File: config.mk
export PLATFORM = sky130hd
export DESIGN_NAME = fifo_v4
export DESIGN_NICKNAME = d
export VERILOG_FILES = /design/src/rtl/fifo_v4.sv
export SDC_FILE = /design/constraint.sdc
export NUM_CORES = 1
export LEC_CHECK = 0
export ABC_AREA = 1
export BUFFER_PORTS_ARGS = -buffer_cell sky130_fd_sc_hd__buf_4
export CORE_UTILIZATION = 30
export DETAILED_ROUTE_END_ITERATION = 12
export GPL_ROUTABILITY_DRIVEN = 0
export GPL_TIMING_DRIVEN = 0
export PLACE_DENSITY = 0.56
export SYNTH_ARGS = -nofsm -noshare
export SYNTH_HDL_FRONTEND = slang
export SYNTH_SLANG_ARGS = --single-unit
File: constraint.sdc
create_clock -name clk_i -period 3.25 [get_ports clk_i]
set_input_delay 0.325 -clock clk_i [delete_from_list [all_inputs] [get_ports clk_i]]
set_output_delay 0.325 -clock clk_i [all_outputs]
set_load 0.1 [all_outputs]
File: src/rtl/fifo_v4.sv
`default_nettype none
// +--------------------------------------------------------------------------+
// | fifo_v4 : synchronous FIFO, any depth, optional fall-through, sticky err |
// | Revision: 1.0                                                            |
// +--------------------------------------------------------------------------+
module fifo_v4 #(
  parameter int FALL_THROUGH = 0,
  parameter int DATA_WIDTH   = 32,
  parameter int DEPTH        = 8,
  localparam int CNT_W       = $clog2(DEPTH + 1)
) (
  input  logic                  clk_i,
  input  logic                  rst_ni,
  input  logic                  flush_i,
  input  logic                  clr_err_i,
  input  logic [CNT_W-1:0]      almost_full_th_i,
  input  logic [CNT_W-1:0]      almost_empty_th_i,
  input  logic [DATA_WIDTH-1:0] data_i,
  input  logic                  push_i,
  output logic [DATA_WIDTH-1:0] data_o,
  input  logic                  pop_i,
  output logic                  full_o,
  output logic                  empty_o,
  output logic                  almost_full_o,
  output logic                  almost_empty_o,
  output logic [CNT_W-1:0]      usage_o,
  output logic                  overflow_o,
  output logic                  underflow_o
);

  localparam int PTR_W = (DEPTH > 1) ? $clog2(DEPTH) : 1;

  if (DEPTH < 1) begin : g_depth_check
    $error("fifo_v4: DEPTH must be at least 1");
  end

  logic [DATA_WIDTH-1:0] mem_q [DEPTH];
  logic [PTR_W-1:0]      wr_ptr_q, wr_ptr_d;
  logic [PTR_W-1:0]      rd_ptr_q, rd_ptr_d;
  logic [CNT_W-1:0]      usage_q, usage_d;
  logic                  overflow_q, overflow_d;
  logic                  underflow_q, underflow_d;

  logic full, empty, bypass, push_acc, pop_acc, ovf_set, unf_set;

  function automatic logic [PTR_W-1:0] next_ptr(input logic [PTR_W-1:0] ptr);
    return (ptr == PTR_W'(DEPTH - 1)) ? '0 : ptr + PTR_W'(1);
  endfunction

  assign full  = (usage_q == CNT_W'(DEPTH));
  assign empty = (usage_q == '0);

  // An empty fall-through FIFO hands data_i straight to the reader; nothing is stored.
  assign bypass   = (FALL_THROUGH != 0) && empty && push_i && pop_i;
  assign push_acc = push_i && (!full || pop_i) && !bypass && !flush_i;
  assign pop_acc  = pop_i && !empty && !flush_i;
  assign ovf_set  = push_i && full && !pop_i && !flush_i;
  assign unf_set  = pop_i && empty && !bypass && !flush_i;

  always_comb begin
    wr_ptr_d    = wr_ptr_q;
    rd_ptr_d    = rd_ptr_q;
    usage_d     = usage_q;
    overflow_d  = (overflow_q && !clr_err_i) || ovf_set;
    underflow_d = (underflow_q && !clr_err_i) || unf_set;
    if (flush_i) begin
      wr_ptr_d = '0;
      rd_ptr_d = '0;
      usage_d  = '0;
    end else begin
      if (push_acc) wr_ptr_d = next_ptr(wr_ptr_q);
      if (pop_acc)  rd_ptr_d = next_ptr(rd_ptr_q);
      if (push_acc && !pop_acc)      usage_d = usage_q + CNT_W'(1);
      else if (pop_acc && !push_acc) usage_d = usage_q - CNT_W'(1);
    end
  end

  always_ff @(posedge clk_i or negedge rst_ni) begin
    if (!rst_ni) begin
      wr_ptr_q    <= '0;
      rd_ptr_q    <= '0;
      usage_q     <= '0;
      overflow_q  <= 1'b0;
      underflow_q <= 1'b0;
      for (int i = 0; i < DEPTH; i++) mem_q[i] <= '0;
    end else begin
      wr_ptr_q    <= wr_ptr_d;
      rd_ptr_q    <= rd_ptr_d;
      usage_q     <= usage_d;
      overflow_q  <= overflow_d;
      underflow_q <= underflow_d;
      if (push_acc) mem_q[wr_ptr_q] <= data_i;
    end
  end

  always_comb begin
    if (!empty)                 data_o = mem_q[rd_ptr_q];
    else if (FALL_THROUGH != 0) data_o = data_i;
    else                        data_o = '0;
  end

  assign full_o         = full;
  assign empty_o        = empty;
  assign usage_o        = usage_q;
  assign almost_full_o  = (usage_q >= almost_full_th_i);
  assign almost_empty_o = (usage_q <= almost_empty_th_i);
  assign overflow_o     = overflow_q;
  assign underflow_o    = underflow_q;

endmodule
`default_nettype wire

After elaboration in Yosys (flattened, before gate mapping) --
Index checks and enable logic that the tools add are counted.
Word-level totals: output and inout bits 42, flip-flop bits (word level) 268
Operators by class: order comparisons 5, equality and inequality tests 3, bitwise logic cells 2, $add $sub $neg 4, reduce and logical (&&, ||, !) cells 28, multiplexer cells 16
Operators with widths (count):
- $bwmux W256 | 1
- $mux W32 | 4
- $bmux W32 S3 | 1
- $demux W32 S3 | 1
- $mux W3 | 6
- $logic_and A1 B1 Y1 | 14
- $mux W4 | 3
- $ge A4 B4 Y1 const B | 2
- $not A3 Y4 | 2
- $logic_not A1 Y1 | 7
- $add A3 B1 Y3 const B | 2
- $eq A3 B3 Y1 const B | 2
- $add A4 B1 Y4 const B | 1
- $eq A4 B4 Y1 const B | 1
- $ge A4 B4 Y1 | 1
- $le A4 B4 Y1 | 1
- $logic_not A4 Y1 | 1
- $lt A4 B1 Y1 const B | 1
- $reduce_bool A2 Y1 | 2
- $sub A4 B1 Y4 const B | 1
- $logic_or A1 B1 Y1 | 3
- $reduce_bool A3 Y1 | 1

Longest topological paths before layout --
depth in word-level cells 10, depth in mapped cells 13

Worst setup path before layout --
Ideal clock, no wire load.
path type reg-to-output, start point register usage_q[3], in the netlist usage_o[3], end point output port full_o, stages on the path, launching flop included 3, arrival time 3993 ps, data required time 2925 ps, path buffers 0, slack -1068 ps, path through dfrtp_1 > inv_2 > nor4_1
On the way: cells in the longest elaborated chain, start to end 1
Ends and longest elaborated chain:
- start: declaration | RTL line 40 | logic [CNT_W-1:0] usage_q, usage_d;
- start signal: assignment | RTL line 89 | usage_q <= usage_d;
- $eq A4 B4 Y1 | RTL line 50 | assign full = (usage_q == CNT_W'(DEPTH));
- end: declaration | RTL line 22 | output logic full_o,
No other way between the ends.

Worst setup path in the final report --
start point register rd_ptr_q[0], end point output port data_o[18]
On the way: cells in the longest elaborated chain, start to end 5
Ends and longest elaborated chain:
- start: declaration | RTL line 39 | logic [PTR_W-1:0] rd_ptr_q, rd_ptr_d;
- start signal: assignment | RTL line 88 | rd_ptr_q <= rd_ptr_d;
- $not A3 Y4 (implied by the code) | RTL line 97 | if (!empty) data_o = mem_q[rd_ptr_q];
- $bmux W32 S3 | RTL line 97
- $mux W32 (implied by the code) (2 in a row) | RTL line 97
- $mux W32 | RTL line 97
- end: declaration | RTL line 20 | output logic [DATA_WIDTH-1:0] data_o,
No other way between the ends. The select of a mux whose other input is x is not followed.

==> flow_summary.toml <==
[worst_setup_path]
required_ns = 2.92
crit_arrival_ns = 2.83
max_stage_delay_ns = 0.43
r2r_cells = 13
cp_max_fo = 10
path_common_cell = "buf_2"
crit_type = "reg -> out"
cp-start-kind = "register"
path_depth = 8
cp_slowest_cell = "dfrtp_1"
cp_cell_sequence = "buf_2, buf_2, buf_2, nor2_1, o22ai_1, nor2_1, nor2_2, buf_4"
cp_top_family = "buffers and inverters"
end_kind = "primary output"
path_buf_inv = 4

[clock_network]
cts_tree = "built"
ctsHtreeMaxLevel = 1
cts_sinks = 268
clock_latency_ns = 0.56
clk_path_buf_depth = 3
cts_made_buffers = 31
path_clk_slew_ns = 0.06
cts_root_buffer = "clkbuf_16"

[yosys]
yosysSeqAreaShare_pct = 51.4
ys_top_cells_by_area = "dfrtp_1 51%, nand2_1 8.9%, nor2_1 6.9%, o21ai_0 6.4%, o21ai_2 6.3%"
synth_nets = 1550
yosysTopAreaCellShare_pct = 51.4
ys_seq_elements = 268
synth_edf_count = 0
synth_ff_type = "dfrtp_1"
postSynthCellCount = 1489
synth_area_leader_cell = "dfrtp_1"
synth.distinct_cells = 31
synthesis.area_um2 = 13000
yosysWarnings = 0
async_flop_share_pct = 100
syn_avg_cell_area_um2 = 8.76

[route]
drt-initial-drc-count = 749
routed_via_density = 4.93
drc_errors = 0
ant_nets = 0
wire_per_inst_um = 18.6
dr.pass1.iters = 5
via_count = 10900
wl_um = 41200

[timing]
tightest_slew_ns = 0.795
setup_ws_ns = 0.0930
fmax_mhz = 317
setup_viol = 0
maxSlewViolCount = 0
finalClockSkew_ns = 0.00728
finalCriticalPeriod_ns = 3.16
rsz0062_at_grt = "no"
finalCritPeriodShare_pct = 97.1
relSlewSlack_pct = 47.0
hold_viol = 0

[final_layout]
fill_cells = 4522
fin_nets = 1675
layout.cells.non_filler = 2219
multi_input_area_um2 = 5470
drive_gt1_share_pct = 22.0
regArea_um2 = 6710
area_delta_synth_final_pct = 19.6

[floorplan]
die_w_um = 211
core_area_um2 = 43000
dieArea_um2 = 44300
initial_core_util_pct = 30.4
die_y_um = 211
row_count = 76
io_pins = 88

[hold_path]
min_delay_path_depth = 4
hold_class = "in -> reg"

[run_status]
run_status = "finished clean"

[global_routing]
grt_max_degree = 102
grt_pass1_vias = 11100
grt_pass1_wl_um = 65300
gr-total-overflow = 0
antenna_found_initial = 1
track_usage_pct = 19.0

[pwr]
sequentialPowerShare_pct = 32.5
p_clk_share_pct = 24.7
peakVddDrop_v = 0.000449
netSwitchingFraction_pct = 44.8
combPwrFrac_pct = 42.8
intPower_mw = 7.54
p_sw_mw = 6.12
p_leak_nw = 7.29
p_per_area_nw_per_um2 = 876

[placed_design]
port_buffers = 87
place_hpwl_um = 27900
dp.cells = 2163
post-place-ws_ns = 0.541

[flow_run]
drv_cap = 0
-- power by group through the flow --
stage          Sequential (mW)  Clock (mW)  Combinational, mW
3_3_place_gp              4.46           0               5.80
6_report                  4.44        3.38               5.85
4_1_cts                   4.43        3.46               5.88
2_1_floorplan             4.52           0               4.26
3_5_place_dp              4.49           0               5.87
5_1_grt                   4.53        3.59               6.34
-- placed cells by master, fill, tap and decap left out, types with 3 or more instances in the layout --
cell type	instances
o21ai_0	167
clkbuf_16	31
clkbuf_1	29
o21ai_1	131
a21oi_1	3
buf_2	18
nor2_1	209
buf_6	42
dfrtp_1	267
inv_1	57
o21ai_2	94
clkbuf_8	5
nand2_8	7
o211ai_1	34
ha_1	14
clkinv_2	5
clkbuf_2	14
buf_4	87
nand2_2	10
dlygate4sd3_1	3
o22ai_1	32
nand2_1	309
nand3_1	10
nand4_1	3
nor2_2	31
-- through the flow --
step	util (%)	hold slack, ns	power, mW	setup TNS (ns)	cell area, µm²
floorplan	-	0.0294	8.78	0	13100
global placement	33.8	0.458	10.3	-135.00	14500
detailed placement	33.9	0.336	10.4	0	14600
CTS	36.3	0.0498	13.8	0	15600
global route	36.3	0.0957	14.5	0	15600
finish	36.3	0.0773	13.7	0	15600
-- routing by layer --
metal / GRT usage [%] / vias to the layer above / wire [µm]
met3: 2.58 / 87 / 2230
met4: 6.35 / 0 / 1280
met1: 26.2 / 5315 / 18700
met2: 30.7 / 337 / 19000
met5: 0 / - / 0
li1: - / 5204 / -
-- synth_stat cells, types with 2 or more instances --
cell	n
nand2_1	309
nand2_8	7
o21ai_0	167
o21ai_2	94
inv_1	57
buf_6	42
o211ai_1	34
dfrtp_1	268
buf_1	2
a21oi_1	3
nand2_2	10
o22ai_1	32
nor2_1	239
nand4_1	3
inv_2	2
o21ai_1	131
buf_2	18
nand3_1	10
ha_1	14
clkbuf_1	36
-- final timing paths --
path,from,to,slack (ns)
worst max-delay path,rd_ptr_q[0],data_o[18],0.09
worst min-delay path,flush_i,usage_o[1],0.08
worst max register to register,usage_o[1],usage_o[3],0.68
worst min register to register,mem_q[214],mem_q[214],0.47
max in group asynchronous,rst_ni,mem_q[24],1.96
min in group asynchronous,rst_ni,mem_q[7],0.33
-- worst min-delay path, cell delays in order --
cell     delay (ns)
buf_4          0.11
a21oi_2        0.06
nand2_1        0.06
nand2_1        0.04
-- registers in the layout, indices dropped and copies added, names as in the netlist --
signal       count
mem_q          256
wr_ptr_q         3
usage_o          4
overflow_o       1
underflow_o      1
rd_ptr_q         3
-- timing repair --
item / 4_1_cts / 5_1_grt
setup endpoints to repair: 5 / 17
gates resized for setup: 2 / 25
setup buffers: 0 / 0
hold buffers: 3 / 0
endpoints found under the hold margin: 72 / 0
-- area by class of cell --
type                       instances  share of cell area (%)
sequential                       268                    43.0
multi-input combinational       1062                    35.0
clock buffer                      43                    5.58
buffer                           100                    4.81
timing repair buffer              92                    4.78
tap                              585                    4.69
inverter                          59                    1.42
clock inverter                     9                   0.666
antenna                            1                  0.0160
-- kinds of logic (layout without fill, tap and decap cells) --
family / after synthesis / in the layout / share of synthesized area (%)
buffers and inverters: 159 / 303 / 7.32
AO/OA/AOI/OAI: 463 / 463 / 21.5
flip-flops: 268 / 268 / 51.4
adder cells (fa/ha/maj): 15 / 15 / 1.50
other: 0 / 1 / 0
AND/OR/NAND/NOR: 583 / 583 / 18.2
XOR/XNOR: 1 / 1 / 0.0671
No activity file was read; power rests on OpenSTA's default activity.
